File: config.mk
export PLATFORM = sky130hd
export DESIGN_NAME = pc_branch_unit
export DESIGN_NICKNAME = d
export VERILOG_FILES = /design/src/rtl/cpu_pkg.sv /design/src/rtl/branch_lut.sv /design/src/rtl/pc_branch_unit.sv
export SDC_FILE = /design/constraint.sdc
export NUM_CORES = 1
export LEC_CHECK = 0
export CAP_MARGIN = 20
export CORE_UTILIZATION = 37
export CTS_CLUSTER_SIZE = 25
export DETAILED_ROUTE_END_ITERATION = 10
export DONT_BUFFER_PORTS = 1
export PLACE_DENSITY_LB_ADDON = 0.3
export SLEW_MARGIN = 20
export SYNTH_ARGS = -nofsm -noshare
export SYNTH_HDL_FRONTEND = slang
export SYNTH_SLANG_ARGS = --single-unit
File: constraint.sdc
create_clock -name clk -period 2.5 [get_ports clk]
set_input_delay 0.625 -clock clk [delete_from_list [all_inputs] [get_ports clk]]
set_output_delay 0.625 -clock clk [all_outputs]
set_load 0.02 [all_outputs]
File: src/rtl/cpu_pkg.sv
`default_nettype none
// ============================================================================
//  Module  : cpu_pkg
//  Brief   : Shared types and constants for the 8-bit core fetch path.
//  Rev     : 1.0  initial release
// ============================================================================
package cpu_pkg;

    localparam int CPU_PC_W      = 10;
    localparam int CPU_LUT_IDX_W = 4;
    localparam int CPU_LUT_DEPTH = 2 ** CPU_LUT_IDX_W;

    typedef enum logic [1:0] {
        IDLE = 2'd0,
        RUN  = 2'd1,
        DONE = 2'd2
    } pc_state_t;

    // Absolute branch/jump targets, indexed by the instruction's LUT field.
    localparam logic [CPU_PC_W-1:0] BRANCH_LUT [CPU_LUT_DEPTH] = '{
        10'd100,  10'd200,  10'd20,   10'd40,
        10'd512,  10'd15,   10'd1000, 10'd7,
        10'd1023, 10'd64,   10'd128,  10'd256,
        10'd33,   10'd999,  10'd500,  10'd1022
    };

    function automatic logic [CPU_PC_W-1:0] lut_entry(input logic [31:0] idx);
        logic [CPU_PC_W-1:0] v;
        v = '0;
        if (idx < 32'(CPU_LUT_DEPTH)) begin
            v = BRANCH_LUT[idx[CPU_LUT_IDX_W-1:0]];
        end
        return v;
    endfunction

endpackage : cpu_pkg
`default_nettype wire

File: src/rtl/branch_lut.sv
`default_nettype none
// ============================================================================
//  Module  : branch_lut
//  Brief   : Combinational branch-target lookup, lut_idx -> absolute target.
//  Rev     : 1.0  initial release
// ============================================================================
module branch_lut
    import cpu_pkg::*;
#(
    parameter int PC_W      = CPU_PC_W,
    parameter int LUT_IDX_W = CPU_LUT_IDX_W
) (
    input  logic [LUT_IDX_W-1:0] lut_idx,
    output logic [PC_W-1:0]      target
);

    localparam int C_DEPTH = 2 ** LUT_IDX_W;

    logic [PC_W-1:0] w_table [C_DEPTH];

    // Entries beyond the package table read as zero if the index is widened.
    generate
        for (genvar gi = 0; gi < C_DEPTH; gi++) begin : g_entry
            assign w_table[gi] = PC_W'(lut_entry(32'(gi)));
        end
    endgenerate

    assign target = w_table[lut_idx];

endmodule : branch_lut
`default_nettype wire

File: src/rtl/pc_branch_unit.sv
`default_nettype none
// ============================================================================
//  Module  : pc_branch_unit
//  Brief   : Fetch-side program counter, branch resolver and run/done FSM.
//  Rev     : 1.0  initial release
// ============================================================================
module pc_branch_unit
    import cpu_pkg::*;
#(
    parameter int PC_W      = CPU_PC_W,
    parameter int LUT_IDX_W = CPU_LUT_IDX_W
) (
    input  logic                 clk,
    input  logic                 rst_n,
    input  logic                 start,
    input  logic                 stall,
    input  logic                 branch_en,
    input  logic                 branch_ne,
    input  logic                 jump_en,
    input  logic                 halt,
    input  logic [LUT_IDX_W-1:0] lut_idx,
    input  logic                 alu_zero,
    output logic [PC_W-1:0]      pc,
    output logic                 running,
    output logic                 done
);

    localparam logic [PC_W-1:0] C_PC_MAX = '1;

    pc_state_t       r_state;
    pc_state_t       w_next_state;
    logic [PC_W-1:0] r_pc;
    logic [PC_W-1:0] w_next_pc;
    logic [PC_W-1:0] w_target;
    logic            w_taken;
    logic            r_running;
    logic            r_done;

    branch_lut #(
        .PC_W      (PC_W),
        .LUT_IDX_W (LUT_IDX_W)
    ) u_branch_lut (
        .lut_idx (lut_idx),
        .target  (w_target)
    );

    assign w_taken = branch_ne ? ~alu_zero : alu_zero;

    always_comb begin
        w_next_state = r_state;
        w_next_pc    = r_pc;
        case (r_state)
            IDLE: begin
                w_next_pc = '0;
                if (start) begin
                    w_next_state = RUN;
                end
            end
            RUN: begin
                if (stall) begin
                    w_next_pc = r_pc;
                end else if (halt) begin
                    w_next_state = DONE;
                end else if (jump_en || (branch_en && w_taken)) begin
                    w_next_pc = w_target;
                end else if (r_pc == C_PC_MAX) begin
                    // Running off the end of instruction memory stops rather than wrapping.
                    w_next_state = DONE;
                end else begin
                    w_next_pc = r_pc + 1'b1;
                end
            end
            DONE: begin
                if (start) begin
                    w_next_state = RUN;
                    w_next_pc    = '0;
                end
            end
            default: begin
                w_next_state = IDLE;
                w_next_pc    = '0;
            end
        endcase
    end

    always_ff @(posedge clk or negedge rst_n) begin
        if (!rst_n) begin
            r_state   <= IDLE;
            r_pc      <= '0;
            r_running <= 1'b0;
            r_done    <= 1'b0;
        end else begin
            r_state   <= w_next_state;
            r_pc      <= w_next_pc;
            r_running <= (w_next_state == RUN);
            r_done    <= (w_next_state == DONE);
        end
    end

    assign pc      = r_pc;
    assign running = r_running;
    assign done    = r_done;

endmodule : pc_branch_unit
`default_nettype wire
Word level (Yosys, flattened, before mapping). Memory sizes are Yosys's and may differ from the RTL's. Index checks and enable logic that the tools add are counted.

Word-level logic and storage cells: 38. Output and inout bits: 12. Bits in read-only memories: 160. Memories kept: 1. Bits in registers: 14. Input bits: 13.

Reduce and logical (&&, ||, !) cells: 5. Order comparisons: 1. Add/subtract/negate cells: 1. Bitwise logic cells: 2. Equal/unequal tests: 9. Muxes and demuxes: 15.

Memories: (name not given) (words 16, bits a word 10, read ports 1, clocked after memory_dff 0, wr ports 0, line branch_lut.sv:28) `assign target = w_table[lut_idx];`.

Operator list (count): $mux W10 (7); $pmux W10 S2 (1); $add A10 B1 Y10 const B (1); $eq A10 B10 Y1 const B (1); $mux W2 (5); $ne A2 B2 Y1 const B (3); $ge A5 B5 Y1 const B (1); $not A4 Y5 (1); $eq A2 B1 Y1 const B (2); $eq A2 B2 Y1 const B (2); $pmux W2 S2 (1); $reduce_and A4 Y1 (1); $ne A3 B3 Y1 const B (1); $logic_not A2 Y1 (1); $reduce_or A2 Y1 (1); $logic_and A1 B1 Y1 (1); $logic_or A1 B1 Y1 (1); $mux W1 (1); $not A1 Y1 (1).

Logic depth before layout (Yosys ltp). Gate-level depths: netlist of the first run.

Depth after elaboration: 9. Depth in mapped cells: 7. Mapped depth without buffers: 7.

Modules after synthesis. Synthesis of the first run repeated with hierarchy kept, for this count alone.

Cells, all modules: 135. Area total of the unflattened synthesis: 1224.9 µm².

Modules (own cells, without submodules): pc_branch_unit (cells each 94, area an instance 900.9 µm², times used 1, seq. area each 350.3 µm²); branch_lut (cells each 41, area an instance 324.1 µm², times used 1, seq. area each 0.0 µm²).

Least setup slack after synthesis of the first run. No wires, ideal clock.

Kind: input to register. Start point: input port jump_en. End point: register r_pc[1], in the netlist pc[1]. Stages on the path: 5. Arrival time: 1788 ps. Data required time: 2381 ps. Setup slack: 593 ps. Path buffers: 0. Library setup time: 119 ps. Path through: nand4b_1 a2111oi_4 o41a_4 a211oi_1 a21o_2.

Word-level cells in the longest chain between the ends: 5. Elaborated cells on any way between the ends: 7. Those cells by class: 1 x eq/ne; 4 x mux; 2 x reduce/logical.

Ends and longest elaborated chain: start: declaration (line pc_branch_unit.sv:19) `input logic jump_en,`; $logic_or A1 B1 Y1 * (line pc_branch_unit.sv:64) `end else if (jump_en || (branch_en && w_taken)) begin`; $mux W10 (line pc_branch_unit.sv:64); $mux W10 (line pc_branch_unit.sv:62) `end else if (halt) begin`; $mux W10 (line pc_branch_unit.sv:60) `if (stall) begin`; $pmux W10 S2 (line pc_branch_unit.sv:52) `case (r_state)`; end signal: assignment (line pc_branch_unit.sv:94) `r_pc <= w_next_pc;`; end: declaration (line pc_branch_unit.sv:32) `logic [PC_W-1:0] r_pc;`.

Every way passes the cells marked *; elsewhere a longest branch is shown, timed or not. The select of a mux whose other input is x is not followed. A chain may end at the register's enable or synchronous reset.

Final worst setup path of the first run.
Start point: register r_pc[0], in the netlist pc[0]. End point: register r_state[0].

Word-level cells in the longest chain between the ends: 6.

Ends and longest elaborated chain: $eq A10 B10 Y1 (line pc_branch_unit.sv:66) `end else if (r_pc == C_PC_MAX) begin`; $mux W2 (line pc_branch_unit.sv:66); $mux W2 (line pc_branch_unit.sv:64); $mux W2 (line pc_branch_unit.sv:62); $mux W2 (line pc_branch_unit.sv:60); $pmux W2 S2 (line pc_branch_unit.sv:52); named net w_next_state[0] (line pc_branch_unit.sv:31) `pc_state_t w_next_state;`; end signal: assignment (line pc_branch_unit.sv:93) `r_state <= w_next_state;`; end: declaration (line pc_branch_unit.sv:30) `pc_state_t r_state;`.

The timed path passes the listed nets, and every way through them passes these cells.

==> flow_summary_export.csv, run 1 <==
group,metric,value,unit
setup_path,arrival,2.20,ns
power_and_ir_drop,power.density,732,nW/µm²
placed_design,gp_congestion,0.820,
run,maxCapViolations,0,
setup_path,worstPathMaxFanout,6,
logic_synthesis,ys_seq_area_frac,0.297,
drt,wirelength,2690,µm
clock_network,h-tree-depth,1,
timing,finalSetupViolations,0,
clock_network,clk_path_buf_depth,2,
logic_synthesis,ys_warn_count,0,
setup_path,reg2regPathDepth,6,
timing,tns,0,ns
power_and_ir_drop,vdd_drop_max,0.233,mV
cells_and_area,layout-drive-gt1-share,0.130,
clock_network,post_cts_buffers,0,
cells_and_area,fin_nets,153,
cells_and_area,mostFrequentLayoutCell,"o21ai_0",
placed_design,place_hpwl,2100,µm
global_routing,first_global_vias,994,
floorplan,die-area,3420,µm²
logic_synthesis,syn-cell-area,1180,µm²
power_and_ir_drop,power,0.921,mW
drt,drc,0,
placed_design,place_inst,171,
cells_and_area,area_growth,6.57,%
drt,first_pass_iters,4,
floorplan,rows,20,
timing,fmax,0.487,GHz
logic_synthesis,yosys.cell_types.count,41,
timing,skew,0.00587,ns
floorplan,io_pins,25,
logic_synthesis,synth_cells,131,
placed_design,io_buffers,0,
clock_network,cts_sinks,14,
cells_and_area,fin_cells,175,
timing,worst_pin_slew,0.531,ns
global_routing,grt_usage,0.171,
drt,via_per_inst,5.88,
floorplan,initial_core_util,0.387,
logic_synthesis,synth_nets,152,
timing,slew_viol_final,0,
setup_path,crit_type,"reg2reg",
drt,vias,1029,
cells_and_area,final_cell_mix,"o21ai_0 (16), dfrtp_1 (14), nand2_1 (13)",
setup_path,max_stage_delay,0.56,ns
setup_path,cp_slowest_cell,"dfrtp_1",
timing,setup_ws,0.447,ns
setup_path,cp.required,2.65,ns
setup_path,cp-start-kind,"flop",
clock_network,hold_buffers,0,
logic_synthesis,synth_ff_type,"dfrtp_1",
power_and_ir_drop,leakagePower,0.500,nW
global_routing,grt_max_degree,17,
drt,postRouteAntennaNets,0,
logic_synthesis,avgSynthCellArea,9.02,µm²
floorplan,die_y,58.5,µm
timing,period_share,0.821,
setup_path,path_cells,"ha_1, nand3_1, a2111oi_4, nor2_1, o21ai_0, o21ai_0",
cells_and_area,post-route-util,0.412,
global_routing,antenna_found_initial,0,
run_status,run_status,"complete, no violations",
clock_network,cts-root-buf,"clkbuf_4",
floorplan,core,3050,µm²
drt,wl_per_cell,15.3,µm
timing,min_period,2.05,ns
timing,relSlewSlack,0.646,
clock_network,cts_resized,0,
timing,hold_violations,0,
logic_synthesis,synth_edf_count,0,
global_routing,grt.overflow.total,0,
drt,drt_iter0_drc,93,
cells_and_area,diodes,0,
clock_network,insertion_delay,0.28,ns
clock_network,cts_buffers,3,
logic_synthesis,synthArstFlopShare,1.00,
clock_network,cts_tree,"yes",
logic_synthesis,ys_ff_latch,14,
clock_network,clk_pin_slew,0.09,ns
timing,rsz0062_at_grt,"false",
floorplan,die_w,58.5,µm
worst_hold_path,hold_path.class,"in2async",
global_routing,grt_pass1_wl,4540,µm
placed_design,preCtsSetupSlack,0.469,ns
setup_path,crit_path_end_kind,"flop",
setup_path,crit_top_cell,"o21ai_0",
## cells in the mapped netlist (2+ instances only)
library cell	number	area (µm²)
a21o_2	2	17.5
a21oi_1	7	35.0
a22o_1	5	43.8
a31oi_1	4	25.0
buf_2	2	10.0
clkbuf_1	3	11.3
dfrtp_1	14	350
ha_1	8	100
inv_1	5	18.8
mux2i_1	2	20.0
nand2_1	13	48.8
nand3_1	6	30.0
nand3b_1	2	15.0
nor2_1	7	26.3
nor2b_1	3	18.8
o211ai_1	5	37.5
o21ai_0	16	80.1
o31ai_1	3	22.5
or3_1	2	12.5
## kinds of logic (layout without fill, tap and decap cells)
logic type | count (synthesis) | after routing | synth area share
AO/OA/AOI/OAI | 52 | 52 | 0.332
multiplexers | 3 | 3 | 0.0360
flip-flops | 14 | 14 | 0.297
XOR/XNOR | 1 | 1 | 0.0138
AND/OR/NAND/NOR | 43 | 43 | 0.203
adder cells (fa/ha/maj) | 8 | 8 | 0.0847
buffers and inverters | 10 | 10 | 0.0339
## where the power goes
part | internal (mW) | leakage [nW] | switching (mW)
Combinational | 0.145 | 0.294 | 0.184
Clock | 0.0884 | 0.0210 | 0.0745
Sequential | 0.288 | 0.185 | 0.142
Total | 0.521 | 0.500 | 0.400
## routing by layer
metal	global-route usage	vias to the layer above	routed length, µm
met5	0	-	0
met4	0.0578	0	27
met3	0.0220	2	203
met2	0.281	44	1300
met1	0.232	488	1150
li1	-	495	-
## state kept, by name, summed over array words and instances, names as in the netlist
signal	count
r_state	2
done	1
pc	10
running	1
## final timing paths
check	to	start	slack (ns)
worst max-delay path	r_state[0]	pc[0]	0.45
max in group asynchronous	pc[2]	rst_n	2.40
worst min register to register	running	r_state[0]	0.57
min in group clk	done	stall	0.44
worst max register to register	r_state[0]	pc[0]	0.45
worst min-delay path	pc[6]	rst_n	0.03
## critical path: cells and delay by family (launching register included)
| family | cells | cell delay, ns |
|---|---|---|
| adder cells (fa/ha/maj) | 1 | 0.28 |
| AO/OA/AOI/OAI | 3 | 0.80 |
| flip-flops | 1 | 0.56 |
| AND/OR/NAND/NOR | 2 | 0.30 |
## per-stage QoR
stage          instance area, µm²  hold slack, ns
2_1_floorplan                1180           0.329
3_3_place_gp                 1220           0.330
3_5_place_dp                 1220           0.330
4_1_cts                      1260          0.0246
5_1_grt                      1260         0.00384
6_report                     1260          0.0288
## area by class of cell
cell class / count / area [µm²]
Inverter: 5 / 18.8
Multi-Input combinational cell: 107 / 791
Fill cell: 317 / 1790
Timing Repair Buffer: 1 / 7.51
Tap cell: 44 / 55.1
Sequential cell: 14 / 350
Clock buffer: 4 / 36.3
No activity file was read; power rests on OpenSTA's default activity.
==> inputs of run 2 (changes only) <==
==> constraint.sdc (replaced) <==
create_clock -name clk -period 1.89 [get_ports clk]
set_input_delay 0.4725 -clock clk [delete_from_list [all_inputs] [get_ports clk]]
set_output_delay 0.4725 -clock clk [all_outputs]
set_load 0.02 [all_outputs]
==> run 2 against run 1 <==
Against the previous run:
- die area unchanged
- clock power up 37%
- clock skew down 0.0018 ns
- sequential power up 7.2%
- highest routed layer unchanged
- design area up 10%
- total power up 45%
- largest power group is now combinational cells
- non-clock buffer count up 16
==> flow_summary_export.csv, run 2 (same netlist as run 1, synthesis figures left out) <==
group,metric,value,unit
placed_design,place_hpwl,2270,µm
power_and_ir_drop,vdd_drop_max,0.314,mV
global_routing,first_global_vias,1014,
clock_network,clk_pin_slew,0.09,ns
clock_network,cts_buffers,3,
power_and_ir_drop,clockPowerShare,0.168,
global_routing,antenna_found_initial,0,
floorplan,core,3050,µm²
drt,wirelength,2870,µm
timing,fmax,0.575,GHz
timing,relSlewSlack,0.564,
cells_and_area,largest_reg_flops,10,
drt,first_pass_iters,4,
clock_network,post_cts_buffers,0,
cells_and_area,diodes,0,
clock_network,cts_tree,"yes",
global_routing,grt_usage,0.184,
clock_network,cts_sinks,14,
drt,drc,0,
run,maxCapViolations,0,
timing,slew_viol_final,0,
clock_network,h-tree-depth,1,
drt,vias,1071,
cells_and_area,post-route-util,0.454,
power_and_ir_drop,leakagePower,0.583,nW
timing,skew,0.00402,ns
drt,postRouteAntennaNets,0,
floorplan,die_w,58.5,µm
setup_path,crit_type,"reg2reg",
timing,finalSetupViolations,0,
power_and_ir_drop,seqPwrFrac,0.345,
power_and_ir_drop,combPwrFrac,0.487,
timing,hold_violations,0,
power_and_ir_drop,switching_share,0.426,
floorplan,die-area,3420,µm²
placed_design,preCtsSetupSlack,-0.00749,ns
global_routing,grt.overflow.total,0,
drt,drt_iter0_drc,46,
floorplan,die_y,58.5,µm
timing,min_period,1.74,ns
floorplan,initial_core_util,0.387,
power_and_ir_drop,p_switching,0.568,mW
clock_network,cts-root-buf,"clkbuf_4",
timing,setup_ws,0.150,ns
power_and_ir_drop,p_int,0.765,mW
worst_hold_path,hold_path.class,"in2reg",
timing,rsz0062_at_grt,"false",
drt,wl_per_cell,15.0,µm
setup_path,arrival,1.89,ns
global_routing,grt_pass1_wl,4810,µm
setup_path,cp.required,2.04,ns
cells_and_area,area_growth,17.4,%
floorplan,io_pins,25,
setup_path,cp-start-kind,"flop",
cells_and_area,fin_nets,169,
cells_and_area,final_cell_mix,"o21ai_0 (16), buf_4 (16), dfrtp_1 (14)",
floorplan,rows,20,
setup_path,crit_path_end_kind,"flop",
placed_design,io_buffers,0,
run_status,run_status,"complete, no violations",
placed_design,gp_congestion,0.831,
setup_path,worstPathMaxFanout,8,
drt,via_per_inst,5.61,
power_and_ir_drop,power.density,962,nW/µm²
timing,worst_pin_slew,0.652,ns
global_routing,grt_max_degree,17,
timing,period_share,0.920,
clock_network,clk_path_buf_depth,2,
clock_network,insertion_delay,0.29,ns
cells_and_area,layout-drive-gt1-share,0.224,
==> run 2: through the flow <==
step                      hold slack, ns  TNS (ns)  cells  total power [mW]  area (µm²)
after detailed placement           0.177   -0.0252    186              1.10        1340
final                              0.270         0    191              1.33        1390
after global placement             0.177         0    186              1.09        1340
after floorplan                    0.177         0    131             0.900        1180
after CTS                          0.269         0    191              1.33        1380
after global routing               0.277         0    191              1.42        1390
==> run 2: final timing paths <==
kind / start / end / depth (start not counted) / slack, ns
setup / recovery: pc[0] / pc[0] / 8 / 0.15
hold / removal: stall / done / 1 / 0.27
setup reg to reg: pc[0] / pc[0] / 8 / 0.15
hold reg to reg: r_state[0] / running / 1 / 0.58
max in group asynchronous: rst_n / pc[2] / 1 / 0.83
min in group asynchronous: rst_n / pc[9] / 1 / 0.65
==> run 2: power groups by stage <==
stage	registers [mW]	clock network, mW	logic (mW)
after floorplan	0.544	0	0.355
after global placement	0.461	0	0.631
after detailed placement	0.463	0	0.639
after CTS	0.456	0.225	0.650
after global routing	0.467	0.237	0.716
final	0.460	0.224	0.649
==> run 2: critical path: stages (launching register included) <==
cell       delay, ns
dfrtp_1         0.36
ha_1            0.21
nand3_2         0.11
a2111oi_4       0.33
buf_4           0.21
nor4_4          0.04
buf_4           0.16
a21oi_1         0.13
a31oi_1         0.06
==> run 2: final cells by class <==
class                           instances  area [µm²]
Inverter                                5        18.8
Fill cell                             294        1670
Sequential cell                        14         350
Timing Repair Buffer                   17         130
Clock buffer                            4        36.3
Tap cell                               44        55.1
Multi-Input combinational cell        107         796
==> run 2: per-layer routing <==
metal	global-route usage	wire, µm	vias to the layer above
met5	0	0	-
met4	0.0612	35	0
met3	0.0264	163	4
met2	0.327	1370	31
met1	0.228	1300	508
li1	-	-	528
==> run 2: what timing repair did <==
action	4_1_cts	5_1_grt
resized for setup	0	1
endpoints found under the setup margin	0	1
hold buffers	1	0
endpoints found under the hold margin	14	0
==> inputs of run 3 (changes only) <==
--- a/config.mk
+++ b/config.mk
@@ -6,6 +6,7 @@
 export NUM_CORES = 1
 export LEC_CHECK = 0
 export CAP_MARGIN = 20
+export CORE_ASPECT_RATIO = 0.7
 export CORE_UTILIZATION = 37
 export CTS_CLUSTER_SIZE = 25
 export DETAILED_ROUTE_END_ITERATION = 10
==> run 3 against run 2 <==
Against the previous run:
- critical path depth unchanged
- critical path type unchanged
- cell count decreased by 2.6%
- register-to-register slack worse by 0.06 ns
- setup slack got worse by 0.061 ns
- sequential power about the same
- clock power increased by 12%
==> flow_summary_export.csv, run 3 (same netlist as run 1, synthesis figures left out) <==
group,metric,value,unit
run_status,run_status,"complete, no violations",
cells_and_area,final_cell_mix,"buf_4 (20), o21ai_0 (15), dfrtp_1 (14)",
floorplan,die_y,49.3,µm
setup_path,crit_type,"reg2reg",
worst_hold_path,hold_path.class,"in2reg",
drt,vias,1145,
timing,period_share,0.953,
cells_and_area,fin_cells,186,
setup_path,path_cells,"ha_2, nand3_2, a2111oi_4, buf_4, o41ai_4, buf_4, a21oi_1, a21oi_1",
placed_design,gp_congestion,0.866,
floorplan,die-area,3430,µm²
cells_and_area,multi_input_area,798,µm²
placed_design,io_buffers,0,
setup_path,cp.required,2.02,ns
clock_network,cts-root-buf,"clkbuf_8",
setup_path,max_stage_delay,0.37,ns
cells_and_area,fin_nets,173,
timing,min_period,1.80,ns
global_routing,grt_usage,0.210,
drt,drc,0,
global_routing,grt_max_degree,17,
global_routing,grt.overflow.total,0,
clock_network,cts_tree,"yes",
global_routing,grt_pass1_wl,5600,µm
setup_path,cp-start-kind,"flop",
clock_network,h-tree-depth,1,
clock_network,clk_path_buf_depth,2,
clock_network,insertion_delay,0.25,ns
setup_path,crit_path_end_kind,"flop",
global_routing,first_global_vias,1147,
timing,worst_pin_slew,0.716,ns
setup_path,path_delay_family,"compound AO/OA/AOI/OAI gates",
drt,first_pass_iters,5,
drt,met2_length,1510,µm
drt,via_per_inst,6.16,
floorplan,rows,16,
timing,fmax,0.555,GHz
timing,tns,0,ns
drt,postRouteAntennaNets,0,
drt,dr.max_layer_used,"met4",
timing,skew,0.00156,ns
floorplan,core,2900,µm²
clock_network,cts_buffers,3,
cells_and_area,layout-drive-gt1-share,0.247,
drt,wl_met1,1530,µm
setup_path,path_buf_inv,2,
placed_design,place_inst,181,
cells_and_area,diodes,0,
timing,hold_violations,0,
drt,route.met3.wl,274,µm
setup_path,worstPathMaxFanout,7,
timing,slew_viol_final,0,
setup_path,arrival,1.93,ns
drt,wirelength,3320,µm
drt,wl_per_cell,17.9,µm
timing,rsz0062_at_grt,"false",
cells_and_area,largest_reg_flops,10,
drt,drt_iter0_drc,49,
cells_and_area,fill_cells,255,
power_and_ir_drop,leakagePower,0.601,nW
clock_network,clk_pin_slew,0.06,ns
cells_and_area,area_growth,19.7,%
global_routing,antenna_found_initial,0,
run,maxCapViolations,0,
floorplan,initial_core_util,0.407,
timing,setup_ws,0.0894,ns
cells_and_area,mostFrequentLayoutCell,"buf_4",
power_and_ir_drop,vdd_drop_max,0.493,mV
power_and_ir_drop,power.density,990,nW/µm²
clock_network,cts_sinks,14,
placed_design,place_hpwl,2470,µm
timing,relSlewSlack,0.521,
floorplan,io_pins,25,
floorplan,die_w,69.5,µm
cells_and_area,post-route-util,0.487,
setup_path,cp_slowest_cell,"a2111oi_4",
placed_design,preCtsSetupSlack,-0.0210,ns
timing,finalSetupViolations,0,
cells_and_area,seq_area,350,µm²
==> run 3: cell types whose count changed in the layout (fill, tap and decap cells not counted) <==
cell	delta
clkbuf_4	-3
o21ai_0	-1
ha_2	+1
o21ai_1	+1
clkbuf_8	+2
buf_4	+4
ha_1	-1
==> run 3: final timing paths <==
check	start	endpoint	slack, ns	cells past startpoint
min in group asynchronous	rst_n	pc[8]	0.72	1
worst min register to register	r_state[0]	r_state[0]	0.58	1
max in group asynchronous	rst_n	r_state[0]	0.72	1
worst min-delay path	stall	done	0.32	1
worst max-delay path	pc[1]	pc[6]	0.09	8
worst max register to register	pc[1]	pc[6]	0.09	8
==> run 3: layout make-up <==
class	count	share of cell area
Clock buffer	3	0.0292
Sequential cell	14	0.248
Inverter	5	0.0133
Tap cell	36	0.0319
Multi-Input combinational cell	107	0.565
Timing Repair Buffer	21	0.113
==> run 3: repair_timing <==
item,CTS,global route
gates resized for setup,0,3
endpoints found under the hold margin,14,0
hold buffers,1,0
setup buffers,0,1
setup endpoints to repair,0,10
==> run 3: layer usage <==
| metal | vias to the layer above | track usage |
|---|---|---|
| li1 | 542 | - |
| met1 | 553 | 0.291 |
| met2 | 48 | 0.322 |
| met3 | 2 | 0.0723 |
| met4 | 0 | 0.0306 |
| met5 | - | 0 |
==> run 3: where the power goes <==
part | internal [mW] | switching [mW]
logic | 0.286 | 0.402
registers | 0.383 | 0.0780
clock network | 0.141 | 0.110
total | 0.810 | 0.590
==> run 3: through the flow <==
stage | hold slack, ns | power [mW] | area (µm²)
5_1_grt | 0.322 | 1.49 | 1410
3_5_place_dp | 0.177 | 1.13 | 1350
6_report | 0.318 | 1.40 | 1410
4_1_cts | 0.317 | 1.40 | 1400
2_1_floorplan | 0.177 | 0.900 | 1180
3_3_place_gp | 0.177 | 1.11 | 1350
==> run 3: worst reg2reg max path, cell delays in order, from the launching register on <==
cell and delay (ns):
dfrtp_1 0.36, ha_2 0.21, nand3_2 0.11, a2111oi_4 0.37, buf_4 0.19, o41ai_4 0.06, buf_4 0.17, a21oi_1 0.16
a21oi_1 0.06
